## src/rtl/debounce_pkg.sv

```systemverilog
// Shared FSM state type and debounce-window helper for the key event arbiter.
package debounce_pkg;

    typedef enum logic [1:0] {
        RELEASED,
        PRESS_CNT,
        PRESSED,
        RELEASE_CNT
    } key_fsm_e;

    // Debounce window in clock cycles: rounded up, never below one cycle.
    function automatic int calc_clk_cycles(input int clk_freq_mhz, input int glitch_time_ns);
        int cycles;
        cycles = (glitch_time_ns * clk_freq_mhz + 999) / 1000;
        return (cycles < 1) ? 1 : cycles;
    endfunction

endpackage

```

## src/rtl/key_debounce_fsm.sv

```systemverilog
// One key: 2-flop synchronizer, stability counter and press/release FSM.
// press_stb_o is a single-cycle pulse on the cycle that completes a press.
module key_debounce_fsm
    import debounce_pkg::*;
#(
    parameter int CLK_CYCLES = 2
) (
    input  logic clk_i,
    input  logic rst_ni,
    input  logic key_i,
    output logic pressed_o,
    output logic press_stb_o
);

    localparam int                CNT_W    = $clog2(CLK_CYCLES + 1);
    localparam logic [CNT_W-1:0] CNT_LAST = CNT_W'(CLK_CYCLES - 1);

    logic [1:0]       sync_q;
    logic             key_s;
    key_fsm_e         state_q, state_d;
    logic [CNT_W-1:0] cnt_q, cnt_d;
    logic             last_sample;

    // Synchronizer resets to 1 so a key held down through reset is seen as released.
    always_ff @(posedge clk_i or negedge rst_ni) begin
        if (!rst_ni) begin
            sync_q <= 2'b11;
        end else begin
            // NOTE: non-blocking so the second flop captures the first flop's pre-edge value.
            sync_q <= {sync_q[0], key_i};
        end
    end

    assign key_s = sync_q[1];

    always_ff @(posedge clk_i or negedge rst_ni) begin
        if (!rst_ni) begin
            state_q <= RELEASED;
            cnt_q   <= '0;
        end else begin
            state_q <= state_d;
            cnt_q   <= cnt_d;
        end
    end

    // The current sample is the (cnt_q+1)-th consecutive one at the new level.
    assign last_sample = (cnt_q == CNT_LAST);

    always_comb begin
        // NOTE: defaults first so every path assigns every output; no latch is inferred.
        state_d     = state_q;
        cnt_d       = cnt_q;
        press_stb_o = 1'b0;
        unique case (state_q)
            RELEASED: begin
                if (!key_s) begin
                    if (last_sample) begin
                        state_d     = PRESSED;
                        cnt_d       = '0;
                        press_stb_o = 1'b1;
                    end else begin
                        state_d = PRESS_CNT;
                        cnt_d   = cnt_q + CNT_W'(1);
                    end
                end
            end
            PRESS_CNT: begin
                if (key_s) begin
                    state_d = RELEASED;
                    cnt_d   = '0;
                end else if (last_sample) begin
                    state_d     = PRESSED;
                    cnt_d       = '0;
                    press_stb_o = 1'b1;
                end else begin
                    cnt_d = cnt_q + CNT_W'(1);
                end
            end
            PRESSED: begin
                if (key_s) begin
                    if (last_sample) begin
                        state_d = RELEASED;
                        cnt_d   = '0;
                    end else begin
                        state_d = RELEASE_CNT;
                        cnt_d   = cnt_q + CNT_W'(1);
                    end
                end
            end
            RELEASE_CNT: begin
                if (!key_s) begin
                    state_d = PRESSED;
                    cnt_d   = '0;
                end else if (last_sample) begin
                    state_d = RELEASED;
                    cnt_d   = '0;
                end else begin
                    cnt_d = cnt_q + CNT_W'(1);
                end
            end
            default: begin
                state_d = RELEASED;
                cnt_d   = '0;
            end
        endcase
    end

    assign pressed_o = (state_q == PRESSED) || (state_q == RELEASE_CNT);

endmodule

```

## src/rtl/key_event_arbiter.sv

```systemverilog
// Debounces KEYS raw key inputs and serialises press events through a
// round-robin arbiter with a valid/ready output and a sticky overflow flag.
module key_event_arbiter
    import debounce_pkg::*;
#(
    parameter int CLK_FREQ_MHZ   = 150,
    parameter int GLITCH_TIME_NS = 10,
    parameter int KEYS           = 4
) (
    input  logic                    clk_i,
    input  logic                    rst_ni,
    input  logic [KEYS-1:0]         key_i,
    output logic                    event_valid_o,
    output logic [$clog2(KEYS)-1:0] event_key_o,
    input  logic                    event_ready_i,
    output logic [KEYS-1:0]         key_state_o,
    output logic                    ovf_o,
    input  logic                    ovf_clr_i
);

    localparam int IDX_W      = $clog2(KEYS);
    localparam int CLK_CYCLES = calc_clk_cycles(CLK_FREQ_MHZ, GLITCH_TIME_NS);

    logic [KEYS-1:0]  press_stb;
    logic [KEYS-1:0]  pending_q, pending_d;
    logic [KEYS-1:0]  grant_mask;
    logic [IDX_W-1:0] last_q;
    logic [IDX_W-1:0] grant_idx;
    logic [IDX_W-1:0] cand_idx;
    logic             grant_found;
    logic             load;
    logic             ovf_set;

    for (genvar g = 0; g < KEYS; g++) begin : g_key
        key_debounce_fsm #(
            .CLK_CYCLES (CLK_CYCLES)
        ) u_key (
            .clk_i       (clk_i),
            .rst_ni      (rst_ni),
            .key_i       (key_i[g]),
            .pressed_o   (key_state_o[g]),
            .press_stb_o (press_stb[g])
        );
    end

    // Round-robin search starting one past the last granted key.
    always_comb begin
        grant_found = 1'b0;
        grant_idx   = last_q;
        cand_idx    = last_q;
        for (int i = 1; i <= KEYS; i++) begin
            cand_idx = IDX_W'((int'(last_q) + i) % KEYS);
            if (!grant_found && pending_q[cand_idx]) begin
                grant_found = 1'b1;
                grant_idx   = cand_idx;
            end
        end
    end

    assign load       = !event_valid_o || event_ready_i;
    assign grant_mask = (load && grant_found) ? (KEYS'(1) << grant_idx) : '0;

    // A press landing on the edge that grants the same key re-arms it.
    assign pending_d  = (pending_q & ~grant_mask) | press_stb;
    assign ovf_set    = |(press_stb & pending_q & ~grant_mask);

    always_ff @(posedge clk_i or negedge rst_ni) begin
        if (!rst_ni) begin
            pending_q     <= '0;
            last_q        <= IDX_W'(KEYS - 1);
            event_valid_o <= 1'b0;
            event_key_o   <= '0;
            ovf_o         <= 1'b0;
        end else begin
            pending_q <= pending_d;
            if (ovf_set) begin
                ovf_o <= 1'b1;
            end else if (ovf_clr_i) begin
                ovf_o <= 1'b0;
            end
            if (load) begin
                event_valid_o <= grant_found;
                if (grant_found) begin
                    event_key_o <= grant_idx;
                    last_q      <= grant_idx;
                end
            end
        end
    end

endmodule

```

## config.mk

```make
export PLATFORM = sky130hd
export DESIGN_NAME = key_event_arbiter
export DESIGN_NICKNAME = d
export VERILOG_FILES = /design/src/rtl/debounce_pkg.sv /design/src/rtl/key_debounce_fsm.sv /design/src/rtl/key_event_arbiter.sv
export SDC_FILE = /design/constraint.sdc
export NUM_CORES = 1
export LEC_CHECK = 0
export BUFFER_PORTS_ARGS = -buffer_cell sky130_fd_sc_hd__buf_4
export CAP_MARGIN = 30
export CELL_PAD_IN_SITES_DETAIL_PLACEMENT = 1
export CELL_PAD_IN_SITES_GLOBAL_PLACEMENT = 1
export CORE_MARGIN = 8
export CORE_UTILIZATION = 40
export CTS_BUF_LIST = sky130_fd_sc_hd__clkbuf_8 sky130_fd_sc_hd__clkbuf_16
export DETAILED_ROUTE_END_ITERATION = 10
export PLACE_DENSITY = 0.67
export SLEW_MARGIN = 15
export SYNTH_ARGS = -nofsm -noshare
export SYNTH_HDL_FRONTEND = slang
export SYNTH_HIERARCHICAL = 1
export SYNTH_SLANG_ARGS = --single-unit
```

## constraint.sdc

```tcl
create_clock -name clk_i -period 2.4 [get_ports clk_i]
set_clock_uncertainty 0.05 [all_clocks]
set_input_delay 0.36 -clock clk_i [delete_from_list [all_inputs] [get_ports clk_i]]
set_output_delay 0.36 -clock clk_i [all_outputs]
set_load 0.1 [all_outputs]
```

== Yosys cells after proc, flatten, opt, wreduce, memory -nomap -nowiden ==
Index checks and enable logic that the tools add are counted.
Storage, ports and cells
  memory bits (read-only): 0
  logic and storage cells: 190
  input bits: 8
  register bits: 34
  memories: 0
  bits in latches: 0
  bits in writable memories: 0
  output and inout bits: 8
Cells by class
  bitwise gates (word level): 5
  divide/modulo/power cells: 0
  multiply operators: 0
  muxes and demuxes: 91
  $add $sub $neg: 8
  equality and inequality tests: 32
  shift-type cells: 1
  magnitude comparators: 4
  reductions and logical operators: 32
Operators by type and width (number)
  two-way mux 2 bit: 56
  case mux 2 bit (4 select lines): 8
  two-way mux 1 bit: 22
  equality test 2 x 1 -> 1 bit (second input constant): 8
  equality test 2 bit (second input constant): 8
  AND reduction 4 bit: 4
  adder 2 x 1 -> 2 bit (second input constant): 6
  AND 4 bit: 3
  < comparator 2 x 3 -> 1 bit (second input constant): 4
  != test 3 x 1 -> 1 bit (second input constant): 4
  != test 3 bit (second input constant): 4
  AND reduction 2 bit: 5
  binary-select mux 1 bit (select 2 bit): 4
  zero test 2 bit: 4
  != test 2 x 1 -> 1 bit (second input constant): 4
  != test 2 bit (second input constant): 4
  OR reduction 2 bit: 4
  logical OR 1 bit: 5
  adder 2 bit (second input constant): 2
  logical AND 1 bit: 4
  zero test 1 bit: 4
  two-way mux 4 bit: 1
  NOT 4 bit: 1
  bitwise OR 4 bit: 1
  3 further kinds: 3

== Depth between registers and ports, before layout ==
Gate-level depths: netlist (run 1).
  depth after elaboration: 19
  mapped depth: 5
  depth with buffers taken out: 5

== Hierarchy ==
The synthesis (run 1) kept the hierarchy.
By module, submodules not included
  key_debounce_fsm (g_key[0].u_key ...): instances 3, cells each 18, area an instance 242.7 um^2, seq. area each 152.6 um^2
  key_event_arbiter: instances 1, cells each 55, area an instance 551.8 um^2, seq. area each 252.7 um^2
  key_debounce_fsm (g_key[3].u_key): instances 1, cells each 18, area an instance 244.0 um^2, seq. area each 152.6 um^2

== Worst setup path after synthesis (run 1) ==
Ideal clock, no wire load.
  path kind: reg2reg
  start point: register event_valid_o
  end point: register ovf_o
  arrival time: 2.070 ns
  buffers on the path: 0
  stages on the path, launching flop included: 6
  library setup time: 0.137 ns
  clock period less this slack: 2.257 ns
  required time: 2.213 ns
  setup slack: 0.143 ns
  cells stage by stage: dfrtp_1 -> and2b_2 -> or2_4 -> or4_4 -> o211ai_1 -> nand4_1
On the way
  longest elaborated chain between the ends: 8
  elaborated cells on any way between the ends: 9
  classes of those cells: mux (2); bitwise (2); reduce/logical (5)
Ends and longest elaborated chain
  start, declared: line key_event_arbiter.sv:13  | output logic event_valid_o,
  start signal, assigned: line key_event_arbiter.sv:82  | event_valid_o <= grant_found;
  zero test 1 bit (*): line key_event_arbiter.sv:60  | assign load = !event_valid_o || event_ready_i;
  logical OR 1 bit (*): line key_event_arbiter.sv:60
  logical AND 1 bit (*): line key_event_arbiter.sv:61  | assign grant_mask = (load && grant_found) ? (KEYS'(1) << grant_idx) : '0;
  two-way mux 4 bit (*): line key_event_arbiter.sv:61
  NOT 4 bit (*): line key_event_arbiter.sv:65  | assign ovf_set = |(press_stb & pending_q & ~grant_mask);
  AND 4 bit (*): line key_event_arbiter.sv:65
  OR reduction 4 bit (*): line key_event_arbiter.sv:65
  two-way mux 1 bit / nonzero test 2 bit (equally long branches)
  end signal, assigned: line key_event_arbiter.sv:73  | ovf_o <= 1'b0;
  end signal, assigned: line key_event_arbiter.sv:77  | ovf_o <= 1'b1;
  end signal, assigned: line key_event_arbiter.sv:79  | ovf_o <= 1'b0;
  end, declared: line key_event_arbiter.sv:17  | output logic ovf_o,
Every way passes the cells marked *; elsewhere a longest branch is shown, timed or not.
A chain may end at the register's enable or synchronous reset.

== Final worst setup path (run 1) ==
  start point: register last_q[1]
  end point: register ovf_o
On the way
  longest elaborated chain between the ends: 19
  elaborated cells on any way between the ends: 34
  classes of those cells: add/sub (4); shift (1); mux (18); bitwise (2); reduce/logical (9)
Ends and longest elaborated chain
  start, declared: line key_event_arbiter.sv:27  | logic [IDX_W-1:0] last_q;
  start signal, assigned: line key_event_arbiter.sv:70  | last_q <= IDX_W'(KEYS - 1);
  start signal, assigned: line key_event_arbiter.sv:85  | last_q <= grant_idx;
  adder 2 x 1 -> 2 bit: line key_event_arbiter.sv:52  | cand_idx = IDX_W'((int'(last_q) + i) % KEYS);
  binary-select mux 1 bit (select 2 bit): line key_event_arbiter.sv:53  | if (!grant_found && pending_q[cand_idx]) begin
  two-way mux 1 bit (implied by the code): line key_event_arbiter.sv:53
  two-way mux 1 bit: line key_event_arbiter.sv:53
  zero test 1 bit: line key_event_arbiter.sv:53
  logical AND 1 bit: line key_event_arbiter.sv:53
  two-way mux 1 bit: line key_event_arbiter.sv:53
  zero test 1 bit: line key_event_arbiter.sv:53
  [... 3 more ...]
  logical AND 1 bit: line key_event_arbiter.sv:53
  two-way mux 2 bit / two-way mux 1 bit (equally long branches): line key_event_arbiter.sv:53
  left shift 1 x 2 -> 4 bit / logical AND 1 bit (equally long branches): line key_event_arbiter.sv:61
  two-way mux 4 bit (*): line key_event_arbiter.sv:61
  NOT 4 bit (*): line key_event_arbiter.sv:65
  AND 4 bit (*): line key_event_arbiter.sv:65
  OR reduction 4 bit (*): line key_event_arbiter.sv:65
  two-way mux 1 bit / nonzero test 2 bit (equally long branches)
Every way passes the cells marked *; elsewhere a longest branch is shown, timed or not. The select of a mux whose other input is x is not followed.

==> results of run 1 <==
[cell type report]
| type | instances | area share, % |
|---|---|---|
| Tap cell | 48 | 3.32 |
| Timing Repair Buffer | 16 | 6.78 |
| Clock inverter | 2 | 1.87 |
| Multi-Input combinational cell | 83 | 34.5 |
| Sequential cell | 34 | 47.8 |
| Inverter | 6 | 1.25 |
| Clock buffer | 6 | 4.57 |
[path summary, 6_finish.rpt]
path / end / slack, ns
max reg2reg: ovf_o$_DFFE_PN0P_ / 0.52
min in group asynchronous: pending_q[0]$_DFF_PN0_ / 0.50
max: ovf_o$_DFFE_PN0P_ / 0.52
max in group asynchronous: last_q[1]$_DFFE_PN1P_ / 1.47
min reg2reg: g_key[3].u_key/sync_q[1]$_DFF_PN1_ / 0.30
min: g_key[2].u_key/sync_q[0]$_DFF_PN1_ / 0.13
[layout by cell type, fill, tap and decap left out, drive strengths merged, types with 3 or more instances in the layout]
cell,synthesis,final
a21o,5,5
buf,0,15
clkbuf,4,6
dfrtp,24,24
dfstp,10,10
inv,6,7
mux2i,12,12
nand2,4,4
nand2b,20,20
nor2,3,3
nor2b,3,3
nor3,4,4
nor3b,3,3
xor2,4,4
[per-stage QoR]
step | std cells | area [um^2] | setup WS, ns | utilization (%)
detailed placement | 186 | 1680 | 0.507 | 45.9
CTS | 195 | 1810 | 0.518 | 49.4
floorplan | 127 | 1520 | 0.143 | -
global route | 195 | 1810 | 0.384 | 49.4
global placement | 186 | 1680 | 0.527 | 45.9
finish | 195 | 1810 | 0.524 | 49.4
[routing by layer]
metal	track usage [%]	vias to the layer above
met5	0	-
met4	6.23	0
met3	4.15	6
met2	16.5	14
met1	11.1	492
li1	-	465
[timing repair]
action,in CTS,in global routing
hold endpoints to repair,24,0
setup buffers,0,0
hold buffers,1,0
[state kept, by name (all words and copies together), names as in the netlist]
register / flops
g_key.u_key/cnt_q: 8
event_valid_o: 1
g_key.u_key/sync_q: 8
pending_q: 4
g_key.u_key/state_q: 8
last_q: 2
event_key_o: 2
ovf_o: 1
[cells by family after synthesis]
kind of cell	count (synthesis)	share of synthesized area, %
simple gates	50	20.5
flops	34	56.7
compound gates	17	8.21
mux	12	7.88
buf+inv	10	2.46
xor+xnor	4	4.27
[worst max-delay path: cells and delay by family (launching register included)]
kind / cells / cell delay, ns
AND/OR/NAND/NOR: 4 / 0.93
flip-flops: 1 / 0.58
AO/OA/AOI/OAI: 1 / 0.20
==> summary.txt, run 1 <==
Timing
  – Fmax: 0.533 GHz
  – Setup violations, final: 0
  – Final hold vios: 0
  – Slew headroom: 62.5%
  – Final period util: 78.2%
  – Hold WS: 0.131 ns
  – Final Max Tran Viols: 0
  – Worst Tran Pin Value: 0.557 ns
  – Min cycle time layout: 1.88 ns
  – Sum of negative setup slack: 0 ns
  – RSZ-0062 raised after global routing: false

Route
  – DRT Wirelength: 2810 um
  – Top Layer Used: met4
  – Met2 routed WL: 1410 um
  – Vias/cell: 5.01
  – Post-route ant nets: 0
  – Drt initial violations: 31
  – Routed wl met3: 97 um
  – DR pass1 iterations: 4
  – Via count: 977
  – Drt wl/cell: 14.4 um
  – Met1 wire length: 1220 um
  – Drt drc: 0

Worst setup path
  – Max FO, Critical Path: 8
  – Reg2Reg Depth: 5
  – Crit path largest cell delay: 0.58 ns
  – Crit path cell chain: nand2_1 > and3_1 > or4_4 > o211ai_1 > nand4_1
  – Worst Path Arrival: 1.99 ns
  – RR Startpoint: last_q[1]$_DFFE_PN1P_
  – Worst Setup Start Kind: flip-flop
  – Worst EP required: 2.51 ns
  – Max stage delay cell, worst path: dfstp_2
  – Critical path class: reg -> reg
  – Endpoint type of the worst setup path: flip-flop
  – Critical path origin: last_q[1]$_DFFE_PN1P_

Logic synthesis
  – Main area contributors after synthesis: dfrtp_1, dfstp_2, nand2b_1, mux2i_1, xor2_2
  – Count leader, synth: dfrtp_1
  – Async SR Flop Fraction: 100%
  – YS warnings: 6
  – Syn Inst Count: 127
  – Cell Area, Synth: 0.00152 mm^2
  – Top cell type's share of synthesized area: 39.4%
  – Number of enable flip-flop cells after synthesis: 0
  – Top cells by count, synth: dfrtp_1, nand2b_1, mux2i_1, dfstp_2, inv_1
  – Sequential area share after synthesis: 56.7%
  – Avg Synthesized Cell Area: 12.0 um^2
  – Post-synth top flop: dfrtp_1
  – Synth unique cells: 35
  – Yosys top cell by area: dfrtp_1
  – Syn nets: 135
  – Number of synthesized register bits: 34

Placed design
  – Port bufs: 15
  – Final Wtd Congestion: 0.838
  – Hpwl dp: 2110 um

Hold path
  – Hold path start: key_i[2]
  – Worst min-delay path category: in -> reg
  – Hold depth: 1

Clock tree
  – CTS Buffer Depth: 2
  – CTS tree: built
  – Worst-skew pair later-pin latency: 0.29 ns
  – Post_cts resized: 0
  – CTS sink count: 34
  – CTS H-tree depth: 2
  – Clock slew at reported path FFs: 0.07 ns
  – Total CTS buffers: 5
  – Root buf cell: clkbuf_8

Global route
  – Initial antenna violation count: 0
  – Total track usage: 10.3%
  – Largest net degree at the start of global routing: 35
  – First-pass GRT wire length: 4920 um
  – Via count of the first global-routing pass: 1095
  – Grt total ovfl: 0

Floorplanning
  – Top-Level Pins: 16
  – Core area: 0.00366 mm^2
  – Die height: 77.7 um
  – Initial Util: 41.6%
  – Die W: 77.7 um
  – Std-Cell Rows: 22
  – Die area: 0.00604 mm^2

Layout
  – Final nets: 154
  – FF/Latch Area: 863 um^2
  – Multi-input logic area: 623 um^2
  – Antenna fix cells: 0
  – Fillcell total: 401
  – Area growth syn-to-layout: 18.6%
  – Share of post-route cells with drive strength above 1: 29.9%

Outcome
  – Status: finished, final reports clean

Run
  – Max_cap viols: 0
Power of run 1 is left out: the tool's default activity adds up to more than one toggle a clock period on the data nets, which glitch-free logic cannot reach.
==> inputs of run 2 (changes only) <==
PLACE_DENSITY = 0.69   (was 0.67)
clock period = 1.64 ns   (was 2.4 ns; I/O delays follow)
==> summary.txt, run 2 (synthesized netlist as in run 1, its figures left out) <==
Timing
  – Final Max Tran Viols: 0
  – Fmax: 0.516 GHz
  – Final worst setup slack: -0.297 ns
  – Final period util: 118%
  – Setup violations, final: 8
  – Slew headroom: 70.9%
  – Worst Tran Pin Value: 0.436 ns
  – Min cycle time layout: 1.94 ns
  – Hold WS: 0.0116 ns
  – Final hold vios: 0
  – RSZ-0062 raised after global routing: true

Layout
  – Biggest regs: g_key.u_key/cnt_q x8, g_key.u_key/state_q x8, g_key.u_key/sync_q x8
  – Finished Cell Area: 0.00206 mm^2
  – Util after Layout: 56.3%
  – Multi-input logic area: 709 um^2
  – Fillcell total: 376
  – Final nets: 174
  – Share of post-route cells with drive strength above 1: 48.5%
  – Antenna fix cells: 0
  – Commonest non-fill, non-tap cell in the layout: buf_4
  – Area growth syn-to-layout: 35.2%
  – FF/Latch Area: 867 um^2
  – Commonest cells after routing, fill and taps aside: buf_4, dfrtp_1, nand2b_1, mux2i_1, dfstp_2

Route
  – Met1 wire length: 1420 um
  – Met2 routed WL: 2100 um
  – Drt drc: 0
  – DRT Wirelength: 3700 um
  – Top Layer Used: met4
  – DR pass1 iterations: 4
  – Drt initial violations: 47
  – Routed wl met3: 112 um
  – Post-route ant nets: 0
  – Vias/cell: 5.13
  – Drt wl/cell: 17.2 um
  – Via count: 1102

Worst setup path
  – Worst Path Arrival: 2.04 ns
  – Worst EP required: 1.74 ns
  – Max FO, Critical Path: 5
  – Crit path cell chain: and2b_2 > or2_4 > or4_4 > o211ai_1 > nand4_1
  – Endpoint type of the worst setup path: flip-flop
  – Critical path class: reg -> reg
  – Max stage delay cell, worst path: dfrtp_4
  – Crit path largest cell delay: 0.47 ns
  – Worst Setup Start Kind: flip-flop
  – RR Startpoint: event_valid_o$_DFFE_PN0P_
  – Critical path origin: event_valid_o$_DFFE_PN0P_

Floorplanning
  – Initial Util: 41.6%
  – Die W: 77.7 um
  – Core area: 0.00366 mm^2
  – Die height: 77.7 um
  – Die area: 0.00604 mm^2
  – Std-Cell Rows: 22
  – Top-Level Pins: 16

Global route
  – Via count of the first global-routing pass: 1262
  – First-pass GRT wire length: 6020 um
  – Grt total ovfl: 0
  – Largest net degree at the start of global routing: 35
  – Initial antenna violation count: 0
  – Total track usage: 12.4%

Clock tree
  – CTS sink count: 34
  – CTS tree: built
  – Clock slew at reported path FFs: 0.07 ns
  – Total CTS buffers: 5
  – Worst-skew pair later-pin latency: 0.29 ns
  – CTS H-tree depth: 2
  – CTS Buffer Depth: 2
  – Root buf cell: clkbuf_8

Placed design
  – Final Wtd Congestion: 0.775
  – Port bufs: 15
  – Placed Area: 0.00181 mm^2
  – Hpwl dp: 2530 um

Run
  – Max_cap viols: 0

Hold path
  – Hold path start: key_i[3]
  – Worst min-delay path category: in -> reg

Outcome
  – Failing checks: negative setup slack
  – Status: complete, but fails checks
[run 2: through the flow]
stage | instances | setup TNS [ns] | worst slack (ns)
5_1_grt | 215 | -1.86 | -0.366
2_1_floorplan | 127 | -1.38 | -0.369
3_3_place_gp | 202 | -0.805 | -0.188
3_5_place_dp | 202 | -1.23 | -0.303
4_1_cts | 214 | -1.46 | -0.306
6_report | 215 | -1.45 | -0.297
[run 2: timing repair]
action                                 4_1_cts  5_1_grt
setup buffers                                3        1
gates resized for setup                      9       12
setup endpoints to repair                    7        8
pin swaps                                    4        5
endpoints found under the hold margin       24        0
hold buffers                                 1        0
[run 2: final timing paths]
kind                                                             to  slack, ns  cells after the start
worst min-delay path             g_key[3].u_key/sync_q[0]$_DFF_PN1_       0.01                      1
min in group asynchronous       g_key[0].u_key/cnt_q[1]$_DFFE_PN0P_       0.39                      2
worst max-delay path                              ovf_o$_DFFE_PN0P_      -0.30                      5
worst max register to register                    ovf_o$_DFFE_PN0P_      -0.30                      5
worst min register to register   g_key[1].u_key/sync_q[1]$_DFF_PN1_       0.31                      0
max in group asynchronous                     last_q[0]$_DFFE_PN1P_       0.80                      2
[run 2: routing by layer]
layer,track usage (%),up-vias
met5,0,-
met3,3.57,8
met1,12.2,572
met4,5.66,0
met2,23.4,18
li1,-,504
[run 2: critical path, delay by kind of cell, from the launching register on]
| kind | cells | cell delay [ns] |
|---|---|---|
| AO/OA/AOI/OAI | 1 | 0.21 |
| flip-flops | 1 | 0.47 |
| AND/OR/NAND/NOR | 4 | 1.07 |
[run 2: layout make-up]
class	instances	area share (%)
flip-flops and latches	34	42.1
well taps	48	2.91
clock buffers	5	3.34
multi-input cells	83	34.4
repair buffers	36	14.0
inverters	6	1.09
clock inverters	3	2.19
Power of run 2 is left out for the same reason.
==> inputs of run 3 (changes only) <==
BUFFER_PORTS_ARGS = -buffer_cell sky130_fd_sc_hd__buf_2   (was -buffer_cell sky130_fd_sc_hd__buf_4)
clock period = 1.7 ns   (was 1.64 ns; I/O delays follow)
==> summary.txt, run 3 (synthesized netlist as in run 1, its figures left out) <==
Global route
  – Total track usage: 11.0%
  – Grt peak-use layer: met2
  – GRT met1 Usage: 11.4%
  – Initial antenna violation count: 0
  – Largest net degree at the start of global routing: 14
  – First-pass GRT wire length: 5390 um
  – Met2 usage: 19.7%
  – Grt total ovfl: 0
  – Via count of the first global-routing pass: 1219
  – Met3 Track Usage GR: 3.00%

Clock tree
  – Total CTS buffers: 5
  – Clock slew at reported path FFs: 0.07 ns
  – Root buf cell: clkbuf_8
  – Worst-skew pair later-pin latency: 0.29 ns
  – CTS tree: built
  – CTS sink count: 34
  – CTS H-tree depth: 2
  – CTS Buffer Depth: 2

Placed design
  – Dpl ws: -0.166 ns
  – Hpwl dp: 2400 um
  – Final Wtd Congestion: 0.836
  – Port bufs: 15
  – Placed Area: 0.00175 mm^2

Hold path
  – Hold path start: key_i[2]
  – Worst min-delay path category: in -> reg

Floorplanning
  – Initial Util: 41.6%
  – Top-Level Pins: 16
  – Die W: 77.7 um
  – Die area: 0.00604 mm^2
  – Std-Cell Rows: 22
  – Die height: 77.7 um
  – Core area: 0.00366 mm^2

Layout
  – Fillcell total: 384
  – Antenna fix cells: 0
  – Share of post-route cells with drive strength above 1: 45.8%
  – Commonest non-fill, non-tap cell in the layout: dfrtp_1
  – Biggest regs: g_key.u_key/cnt_q x8, g_key.u_key/state_q x8, g_key.u_key/sync_q x8
  – Area growth syn-to-layout: 31.3%
  – Final nets: 173
  – Commonest cells after routing, fill and taps aside: dfrtp_1, nand2b_1, buf_4, buf_2, mux2i_1
  – Finished Cell Area: 0.00200 mm^2

Worst setup path
  – Max FO, Critical Path: 5
  – Worst Setup Start Kind: flip-flop
  – RR Startpoint: event_valid_o$_DFFE_PN0P_
  – Worst EP required: 1.82 ns
  – Worst Path Arrival: 1.99 ns
  – Crit path largest cell delay: 0.47 ns
  – Critical path class: reg -> reg
  – Crit path cell chain: and2b_2 > or2_4 > or4_4 > o211ai_1 > nand4_1
  – Critical path origin: event_valid_o$_DFFE_PN0P_
  – Max stage delay cell, worst path: dfrtp_4
  – Endpoint type of the worst setup path: flip-flop

Route
  – Via count: 1070
  – Drt initial violations: 50
  – Drt drc: 0
  – DRT Wirelength: 3320 um
  – DR pass1 iterations: 4
  – Vias/cell: 5.00
  – Post-route ant nets: 0
  – Drt wl/cell: 15.5 um

Timing
  – RSZ-0062 raised after global routing: true
  – Min cycle time layout: 1.87 ns
  – Final period util: 110%
  – Fmax: 0.534 GHz
  – Hold WS: 0.0112 ns
  – Final worst setup slack: -0.171 ns
  – Setup violations, final: 8
  – Worst Tran Pin Value: 0.592 ns
  – Final hold vios: 0
  – Slew headroom: 60.5%
  – Final Max Tran Viols: 0

Outcome
  – Failing checks: negative setup slack
  – Status: complete, but fails checks

Run
  – Max_cap viols: 0
-- run 3: critical path, delay by kind of cell (launching register included) --
| family | cells | cell delay, ns |
|---|---|---|
| and+or+nand+nor | 4 | 1.03 |
| DFF | 1 | 0.47 |
| AOI/OAI and AO/OA | 1 | 0.21 |
-- run 3: layout make-up --
class	count	area (um^2)	share of cell area [%]
inverters	6	22.5	1.13
clock inverters	3	68.8	3.44
well taps	48	60.1	3.00
clock buffers	5	68.8	3.44
multi-input cells	83	679	34.0
repair buffers	35	233	11.6
flip-flops and latches	34	868	43.4
-- run 3: per-layer routing --
| metal | part of all wire (%) | up-vias |
|---|---|---|
| li1 | - | 502 |
| met1 | 41 | 550 |
| met2 | 55 | 11 |
| met3 | 2.3 | 7 |
| met4 | 1.5 | 0 |
| met5 | 0 | - |
-- run 3: final timing paths --
kind                                                              end  slack [ns]  cells past startpoint
min in group asynchronous       g_key[3].u_key/state_q[1]$_DFFE_PN0P_        0.35                      2
worst min register to register     g_key[1].u_key/sync_q[1]$_DFF_PN1_        0.31                      0
max in group asynchronous          g_key[0].u_key/sync_q[1]$_DFF_PN1_        0.72                      3
worst max register to register                      ovf_o$_DFFE_PN0P_       -0.17                      5
worst min-delay path               g_key[2].u_key/sync_q[0]$_DFF_PN1_        0.01                      1
worst max-delay path                                ovf_o$_DFFE_PN0P_       -0.17                      5
-- run 3: timing repair --
item	4_1_cts	5_1_grt
pin swaps	2	6
endpoints found under the setup margin	7	8
gates resized for setup	7	8
hold endpoints to repair	8	2
hold buffers	1	2
buffers inserted	1	4
-- run 3: stage by stage --
stage / cells / util, % / TNS, ns
floorplan: 127 / - / -1.05
global placement: 199 / 47.7 / -0.418
detailed placement: 199 / 47.7 / -0.602
CTS: 209 / 52.7 / -0.568
global route: 214 / 54.6 / -1.14
finish: 214 / 54.6 / -0.582
Power of run 3 is left out for the same reason.
